===== src/rtl/ac97_frame_tx_if.sv =====
// rtl/ac97_frame_tx_if.sv - AC'97 transmitter link: sample/command inputs and serial frame outputs
interface ac97_frame_tx_if #(
   parameter int SAMPLE_WIDTH = 20
);
   logic                    codec_ready;
   logic                    pcm_en;
   logic [SAMPLE_WIDTH-1:0] left_sample;
   logic [SAMPLE_WIDTH-1:0] right_sample;
   logic                    cmd_valid;
   logic                    cmd_rw;
   logic [6:0]              cmd_addr;
   logic [15:0]             cmd_data;
   logic                    cmd_ready;
   logic                    sync;
   logic                    sdata_out;
   logic                    strobe;

   modport master (
      output codec_ready, pcm_en, left_sample, right_sample,
      output cmd_valid, cmd_rw, cmd_addr, cmd_data,
      input  cmd_ready, sync, sdata_out, strobe
   );

   modport slave (
      input  codec_ready, pcm_en, left_sample, right_sample,
      input  cmd_valid, cmd_rw, cmd_addr, cmd_data,
      output cmd_ready, sync, sdata_out, strobe
   );
endinterface


===== src/rtl/ac97_frame_tx.sv =====
// rtl/ac97_frame_tx.sv - AC'97 SDATA_OUT/SYNC frame generator with PCM slots 3/4 and register command slots 1/2
module ac97_frame_tx #(
   parameter int SAMPLE_WIDTH = 20
) (
   input  logic           clk,
   input  logic           rst,
   ac97_frame_tx_if.slave link
);
   logic [7:0]   pos;
   logic [7:0]   pos_next;
   logic         load;
   logic [255:0] shadow;
   logic [255:0] image;
   logic         sync_q;
   logic         sdata_q;
   logic         strobe_q;

   logic         cmd_taken;
   logic         pcm_ok;
   logic [15:0]  tag;
   logic [19:0]  slot1;
   logic [19:0]  slot2;
   logic [19:0]  slot3;
   logic [19:0]  slot4;

   logic [SAMPLE_WIDTH+19:0] left_ext;
   logic [SAMPLE_WIDTH+19:0] right_ext;

   assign pos_next = pos + 8'd1;
   assign load     = (pos == 8'd255);

   assign link.cmd_ready = load & link.codec_ready & ~rst;
   assign cmd_taken      = link.cmd_valid & link.cmd_ready;
   assign pcm_ok         = link.codec_ready & link.pcm_en;

   // Top 20 bits of {sample, zeros} left-align the sample and zero-pad the slot LSBs.
   assign left_ext  = {link.left_sample, 20'b0};
   assign right_ext = {link.right_sample, 20'b0};

   assign tag   = {link.codec_ready, cmd_taken, cmd_taken & ~link.cmd_rw, pcm_ok, pcm_ok, 11'b0};
   assign slot1 = cmd_taken ? {link.cmd_rw, link.cmd_addr, 12'b0} : 20'b0;
   assign slot2 = (cmd_taken & ~link.cmd_rw) ? {link.cmd_data, 4'b0} : 20'b0;
   assign slot3 = pcm_ok ? left_ext[SAMPLE_WIDTH+19 -: 20] : 20'b0;
   assign slot4 = pcm_ok ? right_ext[SAMPLE_WIDTH+19 -: 20] : 20'b0;

   // Frame bit 0 sits at the MSB so the image shifts out left.
   assign image = {tag, slot1, slot2, slot3, slot4, 160'b0};

   always_ff @(posedge clk or posedge rst) begin
      if (rst) begin
         pos      <= 8'd255;
         shadow   <= '0;
         sync_q   <= 1'b0;
         sdata_q  <= 1'b0;
         strobe_q <= 1'b0;
      end else begin
         pos      <= pos_next;
         sync_q   <= (pos_next <= 8'd15);
         strobe_q <= (pos_next == 8'd0);
         if (load) begin
            sdata_q <= image[255];
            shadow  <= {image[254:0], 1'b0};
         end else begin
            sdata_q <= shadow[255];
            shadow  <= {shadow[254:0], 1'b0};
         end
      end
   end

   assign link.sync      = sync_q;
   assign link.sdata_out = sdata_q;
   assign link.strobe    = strobe_q;
endmodule


===== src/flat_wrapper.sv =====
// flat-port wrapper written by rule: the top's interface ports become plain ports
module ac97_frame_tx_flat 
#(
   parameter int SAMPLE_WIDTH = 20
)
  (clk, rst, link_codec_ready, link_pcm_en, link_left_sample, link_right_sample, link_cmd_valid, link_cmd_rw, link_cmd_addr, link_cmd_data, link_cmd_ready, link_sync, link_sdata_out, link_strobe);
  ac97_frame_tx_if #(.SAMPLE_WIDTH(SAMPLE_WIDTH)) link_i ();
  input  logic clk;
  input  logic rst;
  input wire logic [$bits(link_i.codec_ready)-1:0] link_codec_ready;
  input wire logic [$bits(link_i.pcm_en)-1:0] link_pcm_en;
  input wire logic [$bits(link_i.left_sample)-1:0] link_left_sample;
  input wire logic [$bits(link_i.right_sample)-1:0] link_right_sample;
  input wire logic [$bits(link_i.cmd_valid)-1:0] link_cmd_valid;
  input wire logic [$bits(link_i.cmd_rw)-1:0] link_cmd_rw;
  input wire logic [$bits(link_i.cmd_addr)-1:0] link_cmd_addr;
  input wire logic [$bits(link_i.cmd_data)-1:0] link_cmd_data;
  output wire logic [$bits(link_i.cmd_ready)-1:0] link_cmd_ready;
  output wire logic [$bits(link_i.sync)-1:0] link_sync;
  output wire logic [$bits(link_i.sdata_out)-1:0] link_sdata_out;
  output wire logic [$bits(link_i.strobe)-1:0] link_strobe;
  assign link_i.codec_ready = link_codec_ready;
  assign link_i.pcm_en = link_pcm_en;
  assign link_i.left_sample = link_left_sample;
  assign link_i.right_sample = link_right_sample;
  assign link_i.cmd_valid = link_cmd_valid;
  assign link_i.cmd_rw = link_cmd_rw;
  assign link_i.cmd_addr = link_cmd_addr;
  assign link_i.cmd_data = link_cmd_data;
  assign link_cmd_ready = link_i.cmd_ready;
  assign link_sync = link_i.sync;
  assign link_sdata_out = link_i.sdata_out;
  assign link_strobe = link_i.strobe;
  ac97_frame_tx #(.SAMPLE_WIDTH(SAMPLE_WIDTH)) u_core (.clk(clk), .rst(rst), .link(link_i));
endmodule

===== config.mk =====
export PLATFORM = sky130hd
export DESIGN_NAME = ac97_frame_tx_flat
export DESIGN_NICKNAME = d
export VERILOG_FILES = /design/src/rtl/ac97_frame_tx_if.sv /design/src/rtl/ac97_frame_tx.sv /design/src/flat_wrapper.sv
export SDC_FILE = /design/constraint.sdc
export NUM_CORES = 1
export LEC_CHECK = 0
export CAP_MARGIN = 20
export CORE_ASPECT_RATIO = 0.75
export CORE_MARGIN = 1.5
export CORE_UTILIZATION = 56
export CTS_CLUSTER_DIAMETER = 120
export CTS_CLUSTER_SIZE = 40
export DETAILED_ROUTE_END_ITERATION = 8
export PLACE_DENSITY = 0.89
export SLEW_MARGIN = 10
export SYNTH_ARGS = -nofsm -noshare
export SYNTH_HDL_FRONTEND = slang
export SYNTH_SLANG_ARGS = --single-unit

===== constraint.sdc =====
create_clock -name clk -period 6.2 [get_ports clk]
set_input_delay 0.62 -clock clk [delete_from_list [all_inputs] [get_ports clk]]
set_output_delay 0.62 -clock clk [all_outputs]
set_load 0.02 [all_outputs]

After elaboration in Yosys (flattened, before gate mapping)
Index checks and enable logic that the tools add are counted.
{"block": "classes", "n_reduce_logical": 1, "magnitude_cmp": 1, "addsub": 1, "n_div": 0, "n_mul": 0, "bitwise": 7, "muxes": 6, "n_eq_ne": 1, "shift": 0}
{"cell": "$mux W256", "count": 1}
{"cell": "$mux W20", "count": 4}
{"cell": "$add A8 B1 Y8 const B", "count": 1}
{"cell": "$eq A8 B8 Y1 const B", "count": 1}
{"cell": "$le A8 B4 Y1 const B", "count": 1}
{"cell": "$logic_not A8 Y1", "count": 1}
{"cell": "$and A1 B1 Y1", "count": 5}
{"cell": "$not A1 Y1", "count": 2}
{"cell": "$mux W1", "count": 1}
{"block": "totals", "input_bits": 69, "romBits": 0, "ram_bits": 0, "n_memories": 0, "latchBits": 0, "regBits": 267}

Depth between registers and ports, before layout
{"block": "depth", "word_depth": 7, "mapped_depth": 7, "ltp_nobuf": 5}

Worst setup path before layout
OpenSTA, ideal clock, no wires.
{"block": "synth_path", "kind": "in2out", "start": "in rst", "end": "out link_cmd_ready", "t_required_ns": 5.580, "t_arrival_ns": 3.349, "stages": 2, "slack_ns": 2.231, "path_buffers": 0, "cell_sequence": "inv_1 > and3_1"}
{"block": "synth_between", "elab_chain_len": 2}
{"element": "start: declaration", "line": "flat_wrapper.sv:9", "source": "input logic rst;"}
{"element": "$not A1 Y1", "line": "ac97_frame_tx.sv:32", "source": "assign link.cmd_ready = load & link.codec_ready & ~rst;"}
{"element": "$and A1 B1 Y1", "line": "ac97_frame_tx.sv:32"}
{"element": "end: declaration", "line": "flat_wrapper.sv:18", "source": "output wire logic [$bits(link_i.cmd_ready)-1:0] link_cmd_ready;"}
No other way between the ends.

Worst setup path in the final report
{"block": "layout_path", "start": "reg u_core.pos[1]", "end": "out link_cmd_ready"}
{"block": "layout_between", "elab_chain_len": 3}
{"element": "start: declaration", "line": "ac97_frame_tx.sv:9", "source": "logic [7:0] pos;"}
{"element": "start signal: assignment", "line": "ac97_frame_tx.sv:57", "source": "pos <= pos_next;"}
{"element": "$eq A8 B8 Y1", "line": "ac97_frame_tx.sv:30", "source": "assign load = (pos == 8'd255);"}
{"element": "$and A1 B1 Y1 (2 in a row)", "line": "ac97_frame_tx.sv:32"}
No other way between the ends.

==> impl_metrics.tcl <==
set metrics [dict create \
    status "finished, final reports clean" \
    grt_pass1_vias 2765 \
    slew_headroom_pct 29.7 \
    num-fill-cells 463 \
    crit_type "reg2out" \
    grt_max_degree 118 \
    fin_util_pct 73.3 \
    async_reset_ff_share_pct 100 \
    synth-edff-count 0 \
    drv_slew 0 \
    final_cells 556 \
    cts_root_buf "clkbuf_8" \
    cp.required_ps 5580 \
    fmax_mhz 296 \
    end_kind "primary output" \
    tns_ps 0 \
    first_pass_iters 4 \
    synth_top_area_cell "dfrtp_1" \
    reg2reg_from "u_core.pos[1]" \
    grt_overflow_total 0 \
    multi_input_area_um2 1110 \
    reg2reg_to "u_core.link.sdata_out" \
    via_per_inst 4.96 \
    ys_types 27 \
    cp.arrival_ps 2750 \
    place_congestion 0.781 \
    hold_viol 0 \
    place_inst 540 \
    post-route-period-util_pct 54.4 \
    layout_min_cycle_time_ps 3370 \
    dieArea_um2 7960 \
    critPathMaxFanout 44 \
    yosysWarnings 0 \
    htree_levels 3 \
    layout-drive-gt1-share_pct 7.64 \
    drc_errors 0 \
    yosys_most_used_dff "dfrtp_1" \
    post-cts-setup-buffer-count 0 \
    crit_path_start_kind "register" \
    start_util_pct 59.5 \
    cts-resized-gates 0 \
    routed_wl_um 7770 \
    synth_area_um2 4160 \
    clock_sinks 106 \
    synthCells 391 \
    hold-path-cell-count 1 \
    power_w 0.00122 \
    grt_antenna_before_repair 0 \
    core_um2 6990 \
    min_to "u_core.shadow[243]" \
    r2r_slack_ps 3240 \
    routedWlPerCell_um 14.0 \
    powerDensity_nw_per_um2 238 \
    clk_path_buf_depth 2 \
    route.vias.total 2756 \
    antenna_left 0 \
    syn_avg_cell_area_um2 10.6 \
    setup_viol 0 \
    hold_class "reg2reg" \
    fin_nets 525 \
    cts_tree "built" \
    max_slew.worst_pin.slew_ps 1050 \
    syn-num-nets 463 \
    p_leak_nw 2.21 \
    syn2layout_area_growth_pct 23.2 \
    cts_made_buffers 9 \
    ys_ff_latch 106 \
    maxCapViolCount 0 \
    yosys-top-cells-area "dfrtp_1 (59%), nand3_1 (7.9%), o21ai_0 (6.3%)" \
    pin_count 73 \
    hold_buffers 0 \
    synth_top_area_share_pct 58.9 \
    clock_latency_ps 370 \
    r2r_cells 6 \
    portBuffers 72 \
    hold_path.startpoint "u_core.shadow[242]" \
    rsz0062_at_grt "false" \
    clk_pin_slew_ps 90 \
    finClkSkew_ps 11.5 \
    rows 26 \
    grt_pass1_wl_um 12900 \
    grt_usage_pct 21.5 \
    die_x_um 103 \
    ir_drop_uv 194 \
    dp_hpwl_um 5090 \
    holdWs_ps 481 \
    drt_iter0_markers 137 \
    ys_seq_area_share_pct 64.0 \
    num_antenna_cells 0 \
    fp.dieH_um 77.7 \
    regArea_um2 2660 \
]
-- synthesized netlist by cell type, types with 2 or more instances --
library cell / n
buf_2: 8
nor2_1: 4
and3_1: 4
dfstp_2: 8
mux2_2: 5
xnor2_1: 3
o21ai_1: 11
dfrtp_1: 98
and2_1: 2
nand2_1: 2
clkbuf_1: 9
buf_4: 8
nand3_1: 66
xor2_1: 3
nor2b_1: 28
o21ai_0: 52
ha_1: 3
inv_1: 68
-- worst max path at each step --
stage                     slack [ps]          start  cells past startpoint             end
after floorplan                 2230            rst                      2  link_cmd_ready
after global placement          3300  u_core.pos[1]                      6  link_cmd_ready
after detailed placement        3240  u_core.pos[1]                      6  link_cmd_ready
after CTS                       2810  u_core.pos[1]                      6  link_cmd_ready
after global routing            2670  u_core.pos[0]                      6  link_cmd_ready
final                           2830  u_core.pos[1]                      6  link_cmd_ready
-- worst max-delay path, cell delays in order (launching register included) --
cell and delay (ps):
dfstp_2 590, ha_1 280, nand3_4 150, nor3_4 170, buf_4 380, and3_1 210
clkdlybuf4s50_1 600
-- metrics by stage --
step | setup WS [ps] | instance area, um^2
floorplan | 2230 | 4160
global placement | 3300 | 4900
detailed placement | 3240 | 4900
CTS | 2810 | 5130
global route | 2670 | 5130
finish | 2830 | 5130
-- logic make-up after synthesis --
kind of cell / Yosys count / synth area share, %
buffers and inverters: 93 / 9.35
adders and majority gates: 3 / 0.902
DFF: 106 / 64.0
AOI/OAI and AO/OA: 66 / 8.03
muxes: 6 / 1.59
xor gates and xnor gates: 6 / 1.26
and+or+nand+nor: 111 / 14.9
-- where the power goes --
group | switching, W | total (W) | internal [W]
logic | 0.0000256 | 0.0000647 | 0.0000390
registers | 0 | 0.000691 | 0.000691
clock network | 0.000232 | 0.000465 | 0.000233
-- sequential cells by signal, summed over array words and instances, names as in the netlist --
register	count
u_core.link.sdata_out	1
u_core.link.strobe	1
u_core.link.sync	1
u_core.pos	8
u_core.shadow	95
-- layout make-up --
type	instances	share of cell area (%)
Inverter	68	5.03
Tap cell	98	2.39
Timing Repair Buffer	76	14.6
Clock buffer	10	2.49
Clock inverter	6	1.86
Sequential cell	106	51.9
Multi-Input combinational cell	192	21.6
-- layer usage --
metal	share of wire, %	global-route usage (%)	wire (um)
met1	46	29.0	3540
met2	47	34.1	3690
met3	5.9	6.67	462
met4	1.1	5.48	83
met5	0	0	0
-- cell usage in the layout, fill, tap and decap left out, types with 2 or more instances in the layout --
cell / instances
dfrtp_1: 98
clkdlybuf4s50_1: 72
inv_1: 67
nand3_1: 66
o21ai_0: 52
nor2b_1: 28
o21ai_1: 11
clkbuf_8: 9
dfstp_2: 8
mux2_2: 5
nor2_1: 4
and3_1: 4
buf_4: 4
xnor2_1: 3
xor2_1: 3
ha_1: 3
inv_6: 3
nand2_1: 2
and2_1: 2
bufinv_16: 2
No activity file was read; power rests on OpenSTA's default activity.
